[src/rtl/matrix_uart_store_parser.sv]
// ============================================================================
// matrix_uart_store_parser
// ----------------------------------------------------------------------------
// Receive-side parser for STORE mode. It turns an ASCII matrix arriving from
// UartRx ("m n e0 e1 ... e(m*n-1)") into the row-major matrixIO layout and
// commits it with a one-cycle write strobe.
//
// Ports
//   clk, rst_n        system clock, asynchronous active-low reset
//   mode_active       high while STORE mode is selected; low aborts to IDLE
//   rx_data, rx_done  received byte and its one-cycle strobe
//   storage_we        one-cycle matrixIO write strobe
//   storage_dimX/Y    committed rows m / cols n
//   storage_wdata     element k = r*n+c in bits [8k+7:8k], unused bytes 0
//   done_pulse        one cycle, coincident with storage_we
//   err_pulse         one cycle per detected error
//   busy              high in GET_N / GET_ELEM / COMMIT
//
// Build option
//   STORE_ZERO_FILL_EN : an idle timeout inside the element list completes
//                        the pending token, zero-pads the rest and commits.
//                        Undefined, every timeout while busy is an error.
// ============================================================================
module matrix_uart_store_parser #(
    parameter int MAX_DIM        = 5,
    parameter int MAX_VAL        = 255,
    parameter int TIMEOUT_CYCLES = 100_000_000
) (
    input  logic                             clk,
    input  logic                             rst_n,
    input  logic                             mode_active,
    input  logic [7:0]                       rx_data,
    input  logic                             rx_done,
    output logic                             storage_we,
    output logic [7:0]                       storage_dimX,
    output logic [7:0]                       storage_dimY,
    output logic [8*MAX_DIM*MAX_DIM-1:0]     storage_wdata,
    output logic                             done_pulse,
    output logic                             err_pulse,
    output logic                             busy
);

    localparam int         NELEM = MAX_DIM * MAX_DIM;
    localparam int         WBITS = 8 * NELEM;
    localparam int         IDX_W = $clog2(NELEM + 1);
    localparam int         TMR_W = $clog2(TIMEOUT_CYCLES + 1);
    localparam logic [8:0] MAXV  = 9'(MAX_VAL);
    localparam logic [8:0] MAXD  = 9'(MAX_DIM);

    typedef enum logic [2:0] {
        S_IDLE, S_GET_M, S_GET_N, S_GET_ELEM, S_COMMIT
    } state_e;

    state_e             state_q, state_d, parse_state;
    logic [8:0]         acc_q, acc_d;
    logic               pend_q, pend_d;
    logic [7:0]         m_q, m_d, n_q, n_d;
    logic [IDX_W-1:0]   idx_q, idx_d, idx_inc, total;
    logic [WBITS-1:0]   work_q, work_d;
    logic [7:0]         dimx_q, dimx_d, dimy_q, dimy_d;
    logic [WBITS-1:0]   wdata_q, wdata_d;
    logic               err_q, err_d;
    logic [TMR_W-1:0]   tmr_q, tmr_d;

    logic               is_digit, is_delim, ovf, dim_ok, timeout;
    logic               tok, fill, do_err, go_commit;
    logic [12:0]        acc_ext;

    assign is_digit = (rx_data >= 8'h30) && (rx_data <= 8'h39);
    assign is_delim = (rx_data == 8'h20) || (rx_data == 8'h2C) ||
                      (rx_data == 8'h0D) || (rx_data == 8'h0A);
    assign acc_ext  = 13'(acc_q) * 13'd10 + 13'(rx_data) - 13'h30;
    assign ovf      = acc_q > MAXV;
    assign dim_ok   = (acc_q != 9'd0) && (acc_q <= MAXD);
    assign total    = m_q[IDX_W-1:0] * n_q[IDX_W-1:0];
    assign idx_inc  = idx_q + IDX_W'(1);

    assign busy    = (state_q == S_GET_N) || (state_q == S_GET_ELEM) ||
                     (state_q == S_COMMIT);
    assign timeout = busy && !rx_done && (tmr_q == TMR_W'(TIMEOUT_CYCLES - 1));

    // Idle timer: only runs while busy and reloads on every received byte.
    assign tmr_d = (!busy || rx_done || timeout || !mode_active) ? '0 : tmr_q + TMR_W'(1);

    // NOTE: every variable written here gets a default first, so no path
    // leaves one unassigned and no latch is inferred.
    always_comb begin
        // COMMIT lasts one cycle; its bytes are parsed as if already in GET_M.
        parse_state = (state_q == S_COMMIT) ? S_GET_M : state_q;
        state_d     = parse_state;
        acc_d       = acc_q;
        pend_d      = pend_q;
        m_d         = m_q;
        n_d         = n_q;
        idx_d       = idx_q;
        work_d      = work_q;
        dimx_d      = dimx_q;
        dimy_d      = dimy_q;
        wdata_d     = wdata_q;
        err_d       = 1'b0;
        tok         = 1'b0;
        fill        = 1'b0;
        do_err      = 1'b0;
        go_commit   = 1'b0;

        if (!mode_active) begin
            // Abort silently: partial data dropped, no write, no error.
            state_d = S_IDLE;
            acc_d   = '0;
            pend_d  = 1'b0;
            idx_d   = '0;
        end else if (state_q == S_IDLE) begin
            state_d = S_GET_M;
            acc_d   = '0;
            pend_d  = 1'b0;
        end else begin
            if (rx_done) begin
                if (is_digit) begin
                    acc_d  = (acc_ext > 13'd511) ? 9'd511 : acc_ext[8:0];
                    pend_d = 1'b1;
                end else if (is_delim) begin
                    tok = pend_q;
                end else begin
                    do_err = 1'b1;
                end
            end else if (timeout) begin
`ifdef STORE_ZERO_FILL_EN
                if (state_q == S_GET_ELEM && (idx_q != '0 || pend_q)) begin
                    tok  = pend_q;
                    fill = 1'b1;
                end else begin
                    do_err = 1'b1;
                end
`else
                do_err = 1'b1;
`endif
            end

            if (tok) begin
                acc_d  = '0;
                pend_d = 1'b0;
                unique case (parse_state)
                    S_GET_M: begin
                        if (dim_ok) begin
                            m_d     = acc_q[7:0];
                            state_d = S_GET_N;
                        end else begin
                            do_err = 1'b1;
                        end
                    end
                    S_GET_N: begin
                        if (dim_ok) begin
                            n_d     = acc_q[7:0];
                            work_d  = '0;
                            idx_d   = '0;
                            state_d = S_GET_ELEM;
                        end else begin
                            do_err = 1'b1;
                        end
                    end
                    S_GET_ELEM: begin
                        if (!ovf) begin
                            work_d[idx_q*8 +: 8] = acc_q[7:0];
                            idx_d = idx_inc;
                            if (idx_inc == total) go_commit = 1'b1;
                        end else begin
                            do_err = 1'b1;
                        end
                    end
                    default: ;
                endcase
            end

            // Zero-fill commit: untouched bytes of work are already zero.
            if (fill && !do_err) go_commit = 1'b1;

            if (do_err) begin
                err_d     = 1'b1;
                acc_d     = '0;
                pend_d    = 1'b0;
                idx_d     = '0;
                state_d   = S_GET_M;
                go_commit = 1'b0;
            end

            // Outputs are loaded together with the move to COMMIT so they are
            // already stable during the strobe cycle.
            if (go_commit) begin
                state_d = S_COMMIT;
                dimx_d  = m_q;
                dimy_d  = n_q;
                wdata_d = work_d;
            end
        end
    end

    // NOTE: sequential state uses non-blocking assignments so every register
    // samples values from before the clock edge.
    always_ff @(posedge clk or negedge rst_n) begin
        if (!rst_n) begin
            state_q <= S_IDLE;
            acc_q   <= '0;
            pend_q  <= 1'b0;
            m_q     <= 8'd1;
            n_q     <= 8'd1;
            idx_q   <= '0;
            dimx_q  <= 8'd1;
            dimy_q  <= 8'd1;
            wdata_q <= '0;
            err_q   <= 1'b0;
            tmr_q   <= '0;
        end else begin
            state_q <= state_d;
            acc_q   <= acc_d;
            pend_q  <= pend_d;
            m_q     <= m_d;
            n_q     <= n_d;
            idx_q   <= idx_d;
            dimx_q  <= dimx_d;
            dimy_q  <= dimy_d;
            wdata_q <= wdata_d;
            err_q   <= err_d;
            tmr_q   <= tmr_d;
        end
    end

    // NOTE: the working buffer needs no reset; it is cleared on every accepted
    // column count before any element is written.
    always_ff @(posedge clk) begin
        work_q <= work_d;
    end

    assign storage_we    = (state_q == S_COMMIT);
    assign done_pulse    = (state_q == S_COMMIT);
    assign storage_dimX  = dimx_q;
    assign storage_dimY  = dimy_q;
    assign storage_wdata = wdata_q;
    assign err_pulse     = err_q;

endmodule
[config.mk]
export PLATFORM = sky130hd
export DESIGN_NAME = matrix_uart_store_parser
export DESIGN_NICKNAME = d
export VERILOG_FILES = /design/src/rtl/matrix_uart_store_parser.sv
export SDC_FILE = /design/constraint.sdc
export NUM_CORES = 1
export LEC_CHECK = 0
export ABC_AREA = 1
export BUFFER_PORTS_ARGS = -buffer_cell sky130_fd_sc_hd__buf_2
export CAP_MARGIN = 15
export CORE_AREA = 4 4 281 283
export DETAILED_ROUTE_END_ITERATION = 8
export DIE_AREA = 0 0 285 287
export PLACE_DENSITY = 0.49
export SKIP_LAST_GASP = 1
export SLEW_MARGIN = 25
export SYNTH_ARGS = -nofsm -noshare
export SYNTH_HDL_FRONTEND = slang
export SYNTH_SLANG_ARGS = --single-unit
[constraint.sdc]
create_clock -name clk -period 9.1 [get_ports clk]
set_input_delay 1.365 -clock clk [delete_from_list [all_inputs] [get_ports clk]]
set_output_delay 1.365 -clock clk [all_outputs]
set_load 0.005 [all_outputs]
======== Word-level counts from Yosys, hierarchy flattened ========
Index checks and enable logic that the tools add are counted.
storage, ports and cells
  register bits after elaboration ......... 478
  input bits .............................. 12
  output and inout bits ................... 220
  word-level logic and storage cells ...... 130
operators by class
  add/sub/neg operators ................... 5
  multipliers ............................. 2
  order comparisons ....................... 5
  equality and inequality tests ........... 19
  shifts and indexed selects .............. 2
  muxes and demuxes ....................... 60
  bitwise gates (word level) .............. 1
  reduce and logical (&&, ||, !) cells .... 24
operators by type and width
  cell                        count
  $mux W200                   3
  $pmux W200 S2               1
  $bwmux W200                 1
  $shift A8 B34 Y200 const A  1
  $shiftx A8 B34 Y200         1
  $mux W9                     7
  $neg A8 Y34                 1
  $mux W1                     30
  $mux W5                     6
  $add A27 B1 Y27 const B     1
  $eq A27 B27 Y1 const B      1
  $mux W27                    1
  $mux W3                     8
  $eq A8 B4 Y1 const B        2
  $eq A8 B6 Y1 const B        2
  $reduce_and A5 Y1           3
  $add A13 B8 Y13             1
  $gt A13 B9 Y1 const B       1
  $sub A13 B6 Y13 const B     1
  $eq A3 B2 Y1 const B        4
  $mul A9 B3 Y12 const B      1
  $ne A5 B1 Y1 const B        2
  $pmux W5 S2                 1
  $gt A9 B8 Y1 const B        1
  23 further kinds            37

======== Longest topological paths before layout ========
  word-level depth ........................ 18
  depth in mapped cells ................... 21

======== Worst setup path before layout ========
OpenSTA, ideal clock, no wires.
  path kind ............................... input -> register
  start ................................... in mode_active
  end ..................................... reg state_q[2]
  library setup time ...................... 0.123 ns
  arrival time ............................ 7.343 ns
  required time ........................... 8.977 ns
  path slack .............................. 1.634 ns
  cell stages on the path ................. 7
  path buffers ............................ 3
  path through ............................ buf_1 > nand2_1 > clkinv_1 > nand2_4 > buf_2 > buf_2 > nand2_1
between the ends
  word-level cells in the longest chain between the ends .. 1
ends and longest elaborated chain
  what                    RTL line  text
  start: declaration      31        input logic mode_active,
  $mux W3                 106       if (!mode_active) begin
  named net state_d[2]    54        state_e state_q, state_d, parse_state;
  end signal: assignment  213       state_q <= state_d;
  end: declaration        54
The timed path passes the listed nets, and every way through them passes these cells.
A chain may end at the register's enable or synchronous reset.

======== Worst setup path in the final report ========
  start ................................... reg m_q[0]
  end ..................................... reg wdata_q[56] (netlist: storage_wdata[56])
between the ends
  word-level cells in the longest chain between the ends .. 10
ends and longest elaborated chain
  what                         RTL line  text
  start: declaration           57        logic [7:0] m_q, m_d, n_q, n_d;
  start signal: assignment     216       m_q <= m_d;
  $mul A5 B5 Y5                75        assign total = m_q[IDX_W-1:0] * n_q[IDX_W-1:0];
  $eq A5 B5 Y1                 165       if (idx_inc == total) go_commit = 1'b1;
  $mux W1                      165
  $mux W1                      162       if (!ovf) begin
  $mux W1                      142       unique case (parse_state)
  $mux W1                      139       if (tok) begin
  $mux W1                      177       if (do_err) begin
  $mux W1                      112       end else if (state_q == S_IDLE) begin
  $mux W1                      106
  $reduce_and A3 Y1 (no line)  -
  end signal: assignment       221       wdata_q <= wdata_d;
  end: declaration             61        logic [WBITS-1:0] wdata_q, wdata_d;
No other way between the ends. The select of a mux whose other input is x is not followed.

==> summary.md <==
| Metric | Value |
|---|---|
| Run status | finished clean |
| H-Tree Depth | 2 |
| Die Height | roughly 290 um |
| Total gr overflow | 0 |
| Worst hold path class | flip-flop to flip-flop |
| Number of antenna violations at the first check in global routing | 1 |
| Synth Flop Type | dfrtp_1 |
| Final Cell Area | 30300 um^2 |
| Placed insts | 4718 |
| Critical path required time | 9.64 ns |
| I/O Buffers | 231 |
| Critical-path top delay cell | inv_6 |
| Root Driver | clkbuf_16 |
| Post-route insts no fill | 4823 |
| Clock Latency Late Sink | 0.62 ns |
| First-pass GRT wire length | 141000 um |
| Mapped Cells | 3595 |
| Most used cell, CP | nand2_1 |
| Inserted Diodes | 0 |
| FMAX | between 200 and 250 MHz |
| Synth top area share | 0.260 |
| Worst EP arrival | 5.27 ns |
| Vias in the first global route | 22.4k |
| Final TNS setup | 0 ns |
| DRT Pass-1 Iters | 5 |
| Starting Density | 0.345 |
| RR Startpoint | m_q[0] |
| EDFF count, synth | 200 |
| Count leader, synth | nand2_1 |
| Clock buffer depth | 3 |
| Synth warnings | 0 |
| Top post-synthesis cells by count | nand2_1, nor2_1, dfrtp_1 |
| PD cells | ~160 nW/um^2 |
| Tightest Pin Transition | 0.995 ns |
| Max stage delay on crit path | 0.62 ns |
| Clock Skew | 0.0215 ns |
| Fillers | 8023 |
| Worst r2r dst | storage_wdata[56] |
| CP max FO | 115 |
| Max_slew headroom | 0.336 |
| R2R cell count | 19 |
| Clock sink total | between 400 and 500 |
| Combinational family with the most area after synthesis | simple AND/OR/NAND/NOR gates |
| Syn Nets | roughly 3.7k |
| Area post-placement | 28400 um^2 |
| Xor/xnor share of the synthesized area | 0.00992 |
| Synth async-reset ratio | 0.582 |
| R2R Setup Slk | 4.37 ns |
| Hold endpoint | n_q[6] |
| Core area | 76700 um^2 |
| Post-synthesis compound-gate area fraction | 0.0423 |
| Hold WS | 0.469 ns |
| Routability cong. | approximately 0.94 |
| CP Class | flip-flop to flip-flop |
| Setup crit start kind | flip-flop |
| Fin nets | 3793 |
| Final Hold Fails | 0 |
| Mux cell area share after synthesis | 0 |
| IO Count | 232 |
| WHS Path Cells | 2 |
| Multi-input gate area | between 10000 and 15000 um^2 |
| Hold Buf Count CTS | 0 |
| Critical-path cell list | nand2_1 > inv_1 > ha_1 > ha_1 > inv_1 > fa_1 > fa_1 > xor2_1 > nand3_1 > nand2_1 > nand2_1 > nand2_1 > nand2_1 > nor2_4 > nand2_8 > inv_6 > buf_12 > nand2_1 > nand2_1 |
| Placed wire-length estimate | roughly 64000 um |
| Maximum vdd drop | 0.000121 V |
| Core Util, Final | 0.395 |
| Max cap viols | 0 |
| Final worst path period share | 0.519 |
| Met3 Use GR | 0.0423 |
| Met1 layer usage reported by global route | 0.330 |
| Pleak | between 15 and 20 nW |
| Via density | 5.00 |
| Seq/Total Area, Yosys | 0.490 |
| Reg area | 13000 um^2 |
| Die W | 285 um |
| RSZ-0062 raised after global routing | no |
| Iter 0 DRT Violations | approximately 2.3k |
| Final Critical Period | about 4.7 ns |
| Area leader, netlist | nand2_1 |
| CTS tree | yes |
| Top area cells in the synthesized netlist | nand2_1, dfrtp_1, edfxtp_1 |
| Final setup fails | 0 |
| Area Growth Syn to Fin | 14.4% |
| Post-Synthesis Cell Area | ~26000 um^2 |
| Clk slew on worst S/H paths | approximately 0.060 ns |
| Max Transition Viols Final | 0 |
| Via count | roughly 24k |
| Yosys cell types | 47 |
| Final ANT Viol Nets | 0 |
| Post-Route WL | 93200 um |
| Largest net degree at the start of global routing | around 130 |
| Hold wc startpoint | n_q[6] |
| Wirelength per Cell | 19.3 um |
| Setup repair bufs after CTS | 0 |
| Crit. End Element | flip-flop |
| Syn_area_per_cell | ~7.4 um^2 |
| Synth Area in Adders | 0.0224 |
| Die footprint | slightly above 80000 um^2 |
| M2 GR Usage | 0.326 |
| Gr busiest metal | met1 |
| # rows | 102 |
| CTS Buf Count | 56 |
| Simple-gate share of the synthesized area | 0.376 |
| Synth Register Bits | 478 |
| All-Layer GR Usage | 0.221 |
| Layout cell share with drive strength beyond 1 | 0.108 |
| DRC viols | 0 |
| PostCTS Resize Cnt | 0 |
area by class of cell:
class | count | share of cell area
multi-input combinational | 2754 | 0.396
timing repair buffer | 258 | 0.0460
inverter | 188 | 0.0238
clock buffer | 80 | 0.0547
sequential | 478 | 0.428
tap | 1040 | 0.0429
clock inverter | 25 | 0.00884
layer usage:
metal | up-vias | routed length (um)
li1 | 11786 | -
met1 | 11289 | 43800
met2 | 881 | 39500
met3 | 172 | 6970
met4 | 2 | 2910
met5 | - | 11
per-stage QoR:
step	worst slack, ns	total power (W)
6_report	4.37	0.00488
4_1_cts	4.26	0.00494
2_1_floorplan	1.63	0.00247
5_1_grt	3.92	0.00506
3_3_place_gp	4.33	0.00256
3_5_place_dp	4.28	0.00256
how the worst max path moves through the flow:
stage                     start                  to  slack (ns)  cells after the start
finish                   m_q[0]   storage_wdata[56]        4.37                     19
global route             m_q[0]   storage_wdata[40]        3.92                     19
CTS                      m_q[0]   storage_wdata[23]        4.26                     19
detailed placement       m_q[0]   storage_wdata[23]        4.28                     19
global placement         m_q[0]  storage_wdata[153]        4.33                     19
floorplan           mode_active          state_q[2]        1.63                      7
report_power, final:
group          leakage [nW]  switching [W]  total, W  internal [W]
combinational          9.45       0.000185  0.000251     0.0000660
clock                 0.953       0.000957   0.00237       0.00141
sequential             5.07      0.0000115   0.00226       0.00225
total                  15.5        0.00115   0.00488       0.00373
layout by cell type, fill, tap and decap left out, drive strengths merged, types with 4 or more instances in the layout:
| master | synthesis | routed |
|---|---|---|
| nand2 | 1835 | 1835 |
| nor2 | 297 | 297 |
| dfrtp | 274 | 274 |
| buf | 116 | 258 |
| edfxtp | 200 | 200 |
| inv | 185 | 190 |
| nand3 | 166 | 166 |
| o21ai | 126 | 126 |
| nand4 | 97 | 97 |
| clkbuf | 59 | 80 |
| a21oi | 73 | 73 |
| nor3 | 44 | 44 |
| ha | 41 | 41 |
| xor2 | 20 | 20 |
| clkinv | 3 | 16 |
| nor4 | 12 | 12 |
| xnor2 | 10 | 10 |
| nand3b | 6 | 6 |
| nor3b | 5 | 5 |
| bufinv | 0 | 5 |
| o21bai | 4 | 4 |
| fa | 4 | 4 |
| dfstp | 4 | 4 |
worst max-delay path, delay by kind of cell (launching register included):
kind | cells | cell delay, ns
buf+inv | 4 | 1.14
simple gates | 10 | 1.15
xor+xnor | 1 | 0.18
flops | 1 | 0.59
fa+ha+maj | 4 | 1.44
sequential cells by signal, indices dropped and copies added, names as in the netlist:
name           flops
storage_wdata    200
work_q           200
tmr_q             27
acc_q              9
m_q                8
n_q                8
storage_dimX       8
storage_dimY       8
idx_q              5
state_q            3
err_pulse          1
pend_q             1
logic make-up (layout without fill, tap and decap cells):
logic type | after synthesis | count (layout)
compound gates | 215 | 215
xor+xnor | 30 | 30
fa+ha+maj | 45 | 45
buf+inv | 363 | 551
flops | 478 | 478
simple gates | 2464 | 2464
Note: power is estimated with default switching activity, not from simulation.
